$ cat config.mk
export PLATFORM = sky130hd
export DESIGN_NAME = pbtn_debounce
export DESIGN_NICKNAME = d
export VERILOG_FILES = /design/src/rtl/pbtn_debounce.sv
export SDC_FILE = /design/constraint.sdc
export NUM_CORES = 1
export LEC_CHECK = 0
export CORE_MARGIN = 2
export CORE_UTILIZATION = 35
export CTS_BUF_LIST = sky130_fd_sc_hd__clkbuf_2
export DETAILED_ROUTE_END_ITERATION = 10
export PLACE_DENSITY = 0.55
export RECOVER_POWER = 25
export SETUP_SLACK_MARGIN = 0.4
export SYNTH_ARGS = -nofsm -noshare
export SYNTH_HDL_FRONTEND = slang
export SYNTH_SLANG_ARGS = --single-unit
$ cat constraint.sdc
create_clock -name clk -period 5.25 [get_ports clk]
set_input_delay 0.525 -clock clk [delete_from_list [all_inputs] [get_ports clk]]
set_output_delay 0.525 -clock clk [all_outputs]
set_load 0.05 [all_outputs]
$ cat src/rtl/pbtn_debounce.sv
// Six-channel pushbutton debouncer: per-bit polarity fix, 2-flop synchroniser,
// and an independent four-state qualify FSM with a stable-sample counter.
module pbtn_debounce #(
    parameter int         DB_COUNT = 500000,
    parameter logic [5:0] INV_MASK = 6'b000001
) (
    input  logic       clk,
    input  logic       reset,
    input  logic [5:0] pbtn_in,
    output logic [5:0] db_btns,
    output logic [5:0] db_press
);

    localparam int CNT_W = $clog2(DB_COUNT) + 1;
    localparam logic [CNT_W-1:0] CNT_LAST = CNT_W'(DB_COUNT - 1);

    typedef enum logic [1:0] {
        IDLE         = 2'd0,
        PRESS_WAIT   = 2'd1,
        PRESSED      = 2'd2,
        RELEASE_WAIT = 2'd3
    } state_t;

    logic [5:0] sync_p0;
    logic [5:0] sync_p1;

    // Stage p0/p1: polarity-corrected raw inputs through a 2-flop synchroniser
    always_ff @(posedge clk or posedge reset) begin
        if (reset) begin
            sync_p0 <= '0;
            sync_p1 <= '0;
        end else begin
            sync_p0 <= pbtn_in ^ INV_MASK;
            sync_p1 <= sync_p0;
        end
    end

    genvar i;
    generate
        for (i = 0; i < 6; i++) begin : g_ch
            state_t           state;
            state_t           state_nxt;
            logic [CNT_W-1:0] cnt;
            logic [CNT_W-1:0] cnt_nxt;
            logic             s;
            logic             btn_q;
            logic             press_q;

            assign s = sync_p1[i];

            always_comb begin
                state_nxt = state;
                cnt_nxt   = cnt;
                case (state)
                    IDLE: begin
                        if (s) begin
                            state_nxt = PRESS_WAIT;
                            cnt_nxt   = '0;
                        end
                    end
                    PRESS_WAIT: begin
                        if (!s)
                            state_nxt = IDLE;
                        else if (cnt == CNT_LAST)
                            state_nxt = PRESSED;
                        else
                            cnt_nxt = cnt + CNT_W'(1);
                    end
                    PRESSED: begin
                        if (!s) begin
                            state_nxt = RELEASE_WAIT;
                            cnt_nxt   = '0;
                        end
                    end
                    RELEASE_WAIT: begin
                        if (s)
                            state_nxt = PRESSED;
                        else if (cnt == CNT_LAST)
                            state_nxt = IDLE;
                        else
                            cnt_nxt = cnt + CNT_W'(1);
                    end
                    default: begin
                        state_nxt = IDLE;
                        cnt_nxt   = '0;
                    end
                endcase
            end

            // Outputs are registered from the next state so the level moves on
            // the same edge the FSM accepts the change.
            always_ff @(posedge clk or posedge reset) begin
                if (reset) begin
                    state   <= IDLE;
                    cnt     <= '0;
                    btn_q   <= 1'b0;
                    press_q <= 1'b0;
                end else begin
                    state   <= state_nxt;
                    cnt     <= cnt_nxt;
                    btn_q   <= (state_nxt == PRESSED) || (state_nxt == RELEASE_WAIT);
                    press_q <= (state == PRESS_WAIT) && (state_nxt == PRESSED);
                end
            end

            assign db_btns[i]  = btn_q;
            assign db_press[i] = press_q;
        end
    endgenerate

endmodule

Yosys cells after proc, flatten, opt, wreduce, memory -nomap -nowiden
Index checks and enable logic that the tools add are counted.
{"block": "totals", "reg_bits": 156, "inputBits": 8, "output_inout_bits": 12, "wordCells": 195}
{"block": "op_classes", "n_reduce_logical": 24, "muxes": 78, "addsub": 6, "eq_ne": 60, "n_bitwise": 1}
{"op": "20-bit 2-to-1 mux", "n": 30}
{"op": "20-bit one-hot mux with 4 select lines", "n": 6}
{"op": "20-bit by 1-bit adder with 20-bit output (second input constant)", "n": 6}
{"op": "20-bit by 19-bit == test with 1-bit output (second input constant)", "n": 6}
{"op": "2-bit 2-to-1 mux", "n": 36}
{"op": "2-bit == test (second input constant)", "n": 24}
{"op": "2-bit != test (second input constant)", "n": 24}
{"op": "2-bit one-hot mux with 4 select lines", "n": 6}
{"op": "4-bit AND reduction", "n": 6}
{"op": "2-bit by 1-bit == test with 1-bit output (second input constant)", "n": 6}
{"op": "2-bit zero test", "n": 6}
{"op": "1-bit logical AND", "n": 6}
{"op": "1-bit logical OR", "n": 6}
{"op": "1-bit NOT", "n": 1}

Longest topological paths before layout
{"block": "depth", "ltp_word": 6, "depth_mapped": 8, "mapped_depth_nobuf": 7}

Worst setup path after synthesis
OpenSTA, ideal clock, no wires.
{"block": "synth_timing", "path_type": "register -> register", "start": "register g_ch[4].cnt[0]", "end": "register g_ch[4].cnt[18]", "stages_incl_launch_ff": 7, "t_arrival_ns": 1.793, "n_path_buf": 0, "required_time_ns": 5.124, "setup_slack_ns": 3.331, "setup_time_ns": 0.126, "period_less_slack_ns": 1.919, "path_cell_list": "dfrtp_1 -> ha_1 -> nand3_1 -> or4_1 -> nor3_1 -> nor2_1 -> a221o_1"}
{"block": "synth_via", "elab_chain_len": 4, "elab_cells_between_ends": 6, "cone_classes": "1 x add/sub; 1 x eq/ne; 4 x mux"}
{"element": "from (decl)", "line": "43", "source": "logic [CNT_W-1:0] cnt;"}
{"element": "from (signal assigned)", "line": "100", "source": "cnt <= cnt_nxt;"}
{"element": "20-bit by 1-bit adder with 20-bit output or 20-bit by 19-bit == test with 1-bit output (tied branches)"}
{"element": "20-bit 2-to-1 mux *", "line": "64, 78"}
{"element": "20-bit 2-to-1 mux, on equally long branches", "line": "76, 62"}
{"element": "20-bit one-hot mux with 4 select lines *", "line": "54", "source": "case (state)"}
Every way passes the cells marked *; elsewhere a longest branch is shown, timed or not. The select of a mux whose other input is x is not followed.
A chain may end at the register's enable or synchronous reset.

==> results.json <==
{
  "period_needed_ns": 3.060,
  "clockRootBuffer": "clkbuf_2",
  "grt_max_degree": 79,
  "groute.usage.overall_pct": 15.05,
  "wl_per_cell_um": 14.34,
  "grt_pass1_wl_mm": 30.80,
  "clock_latency_ns": 0.75,
  "arrival_ns": 3.91,
  "cts_inserted_buffers": 17,
  "cts_tree": "yes",
  "cp_max_fo": 78,
  "dieArea_mm2": 0.02501,
  "start_util_pct": 35.54,
  "wl_mm": 17.59,
  "power_density_mw_per_mm2": 237.7,
  "final.period_utilization_pct": 58.28,
  "required_ns": 6.10,
  "slew_viol_final": 79,
  "cts.sinks": 155,
  "status": "finished with violations",
  "cp-end-kind": "asynchronous set/reset pin",
  "place.gp.congestion": 0.7832,
  "synthArstFlopShare_pct": 100.0,
  "synth_cells": 898,
  "fin_cells": 1227,
  "critical_path.cell_chain": "dlygate4sd3_1 -> clkinvlp_2 -> buf_4",
  "tns_ns": 0,
  "fmax_mhz": 326.8,
  "tightest_slew_ns": 3.607,
  "skew_ns": 0.05618,
  "nets": 908,
  "areaGrowthSynthToFinish_pct": 7.191,
  "hold_viol": 0,
  "drtIter0Drc": 414,
  "ant_nets": 0,
  "synth-edff-count": 0,
  "cts_resized": 0,
  "numPortBuffers": 19,
  "grt_pass1_vias": 6281,
  "postCtsHoldBufs": 0,
  "htreeDepth": 4,
  "power_frac_comb_pct": 6.6,
  "first_pass_iters": 6,
  "synth_area_mm2": 0.008317,
  "p_sw_mw": 0.6443,
  "overflow": 0,
  "vias_per_cell": 5.384,
  "drc": 0,
  "switching_share_pct": 30.41,
  "dr_total_vias": 6606,
  "crit_slowest_cell": "clkinvlp_2",
  "vdd_drop_max_uv": 130.7,
  "post_cts_buffers": 0,
  "finalSetupViolations": 0,
  "dieWidth_um": 158.2,
  "dp.cells": 1194,
  "syn_nets": 912,
  "core_area_mm2": 0.02340,
  "drive_above_1_share_pct": 8.159,
  "seq_power_share_pct": 61.1,
  "io_pins": 20,
  "critPathTopFamily": "buffers and inverters",
  "crit_type": "in -> async",
  "ys.flop_type": "dfrtp_1",
  "fin_util_pct": 38.09,
  "nFillCells": 2440,
  "start_kind": "input port",
  "hold_path.class": "in -> reg",
  "cap_violations": 1,
  "die_h_um": 158.2,
  "power.internal_mw": 1.474,
  "synth_seq_cells": 155,
  "antenna_found_initial": 1,
  "avgSynthCellArea_um2": 9.261,
  "synth_cell_type_count": 68,
  "slew_headroom_pct": -141.8,
  "seq_area_frac_synth_pct": 46.64,
  "p_clk_share_pct": 32.4,
  "ys_warn_count": 0,
  "rsz0062_at_grt": "no",
  "clk_pin_slew_ns": 0.26,
  "failed_checks": "capacitance limit, slew limit",
  "dp_hpwl_mm": 11.40,
  "cts_buffer_depth": 2,
  "p_leak_nw": 3.721,
  "crit_buf_inv": 3,
  "slowest_delay_ns": 2.02,
  "num_rows": 56
}
[registers in the layout, summed over array words and instances, names as in the netlist]
| signal | flops |
|---|---|
| g_ch.cnt | 120 |
| g_ch.state | 11 |
| g_ch.btn_q | 6 |
| g_ch.press_q | 6 |
| sync_p0 | 6 |
| sync_p1 | 6 |
[metal layers]
metal,share of wire (%),up-vias,GRT usage [%]
met5,0,-,0
met4,1.4,0,4.505
met3,2.6,15,3.011
met2,45,70,23.21
met1,51,3218,21.39
li1,-,3303,-
[cell usage after synthesis (3+ instances only)]
library cell    n  share of area, %
o311ai_0        3              0.32
and4_1          9              0.95
a31oi_1        14               1.1
nor4b_1         7              0.74
a21oi_1        27               1.6
a22o_1         11               1.2
clkbuf_1       23               1.0
and3b_1         3              0.32
nand2_1       127               5.7
or4_1           9              0.81
nand4_1        36               2.7
buf_4          14               1.3
a21o_1          6              0.54
nand3_1        75               4.5
buf_2           5              0.30
dfrtp_1       155                47
nor2b_1         4              0.30
mux2_2         14               1.9
and3_1         13              0.98
or3_1           4              0.30
mux2i_1        21               2.5
or4b_2          4              0.48
nor2_1         57               2.6
and2_1         11              0.83
xnor2_1         9              0.95
o22ai_1         3              0.23
ha_1            6              0.90
nand2b_1        8              0.60
nand4b_1        4              0.42
inv_1          22              0.99
nor4_1         15               1.1
xor2_1          8              0.84
buf_6           4              0.54
nor4bb_1        3              0.36
o41ai_1         7              0.74
o21ai_0        73               4.4
o31ai_1        17               1.5
nor3_1         29               1.7
[metrics by stage]
stage	power [mW]	worst slack [ns]	area (µm²)	hold slack [ns]
final	2.119	2.190	8915	0.3152
after global routing	2.252	1.630	8915	0.2007
after CTS	2.162	2.500	8916	0.09918
after detailed placement	1.458	2.694	8675	0.3347
after global placement	1.455	2.753	8675	0.3322
after floorplan	1.411	0.5468	8317	0.3312
[kinds of logic after synthesis]
logic type,after synthesis,share of synthesized area (%)
AO/OA/AOI/OAI,179,14.26
XOR/XNOR,18,1.986
adder cells (fa/ha/maj),6,0.9026
buffers and inverters,70,4.378
flip-flops,155,46.64
multiplexers,35,4.423
AND/OR/NAND/NOR,435,27.41
[layout make-up]
| cell class | count | area, µm² | area share (%) |
|---|---|---|---|
| sequential | 155 | 3879 | 43.51 |
| timing repair buffer | 25 | 235.2 | 2.639 |
| clock buffer | 17 | 85.08 | 0.9544 |
| inverter | 22 | 83.83 | 0.9404 |
| clock inverter | 15 | 156.4 | 1.754 |
| tap | 319 | 399.1 | 4.477 |
| multi-input combinational | 673 | 4074 | 45.70 |
| antenna | 1 | 2.502 | 0.02807 |
[cells in the final DEF, fill, tap and decap left out, types with 9 or more instances in the layout]
cell type,count
and4_1,9
o21ai_0,73
nand3_1,75
a31oi_1,14
nand2_1,127
nand4_1,36
nor2_1,57
clkdlybuf4s50_1,12
mux2_2,14
nor3_1,29
or4_1,9
inv_1,21
and2_1,11
o31ai_1,17
mux2i_1,21
nor4_1,15
xnor2_1,9
a21oi_1,27
a22o_1,11
clkbuf_2,17
and3_1,13
dfrtp_1,155
[path summary, 6_finish.rpt]
| check | end | slack, ns | from | cells past startpoint |
|---|---|---|---|---|
| worst min register to register | sync_p1[3]$_DFF_PP0_ | 0.38 | sync_p0[3]$_DFF_PP0_ | 0 |
| max in group clk | db_btns[0] | 2.60 | g_ch[0].btn_q$_DFF_PP0_ | 1 |
| worst max register to register | g_ch[0].cnt[12]$_DFFE_PP0P_ | 2.70 | g_ch[0].state[0]$_DFF_PP0_ | 6 |
| worst max-delay path | g_ch[2].cnt[0]$_DFFE_PP0P_ | 2.19 | reset | 3 |
| min in group asynchronous | g_ch[4].cnt[14]$_DFFE_PP0P_ | 1.24 | reset | 2 |
| worst min-delay path | sync_p0[2]$_DFF_PP0_ | 0.32 | pbtn_in[2] | 1 |
[power groups by stage]
stage / Clock [mW] / Combinational [mW] / Sequential [mW]
floorplan: 0 / 0.121 / 1.29
global placement: 0 / 0.143 / 1.31
detailed placement: 0 / 0.144 / 1.31
CTS: 0.724 / 0.144 / 1.29
global route: 0.783 / 0.163 / 1.30
finish: 0.686 / 0.139 / 1.29
Power figures use the tool's default switching activity.
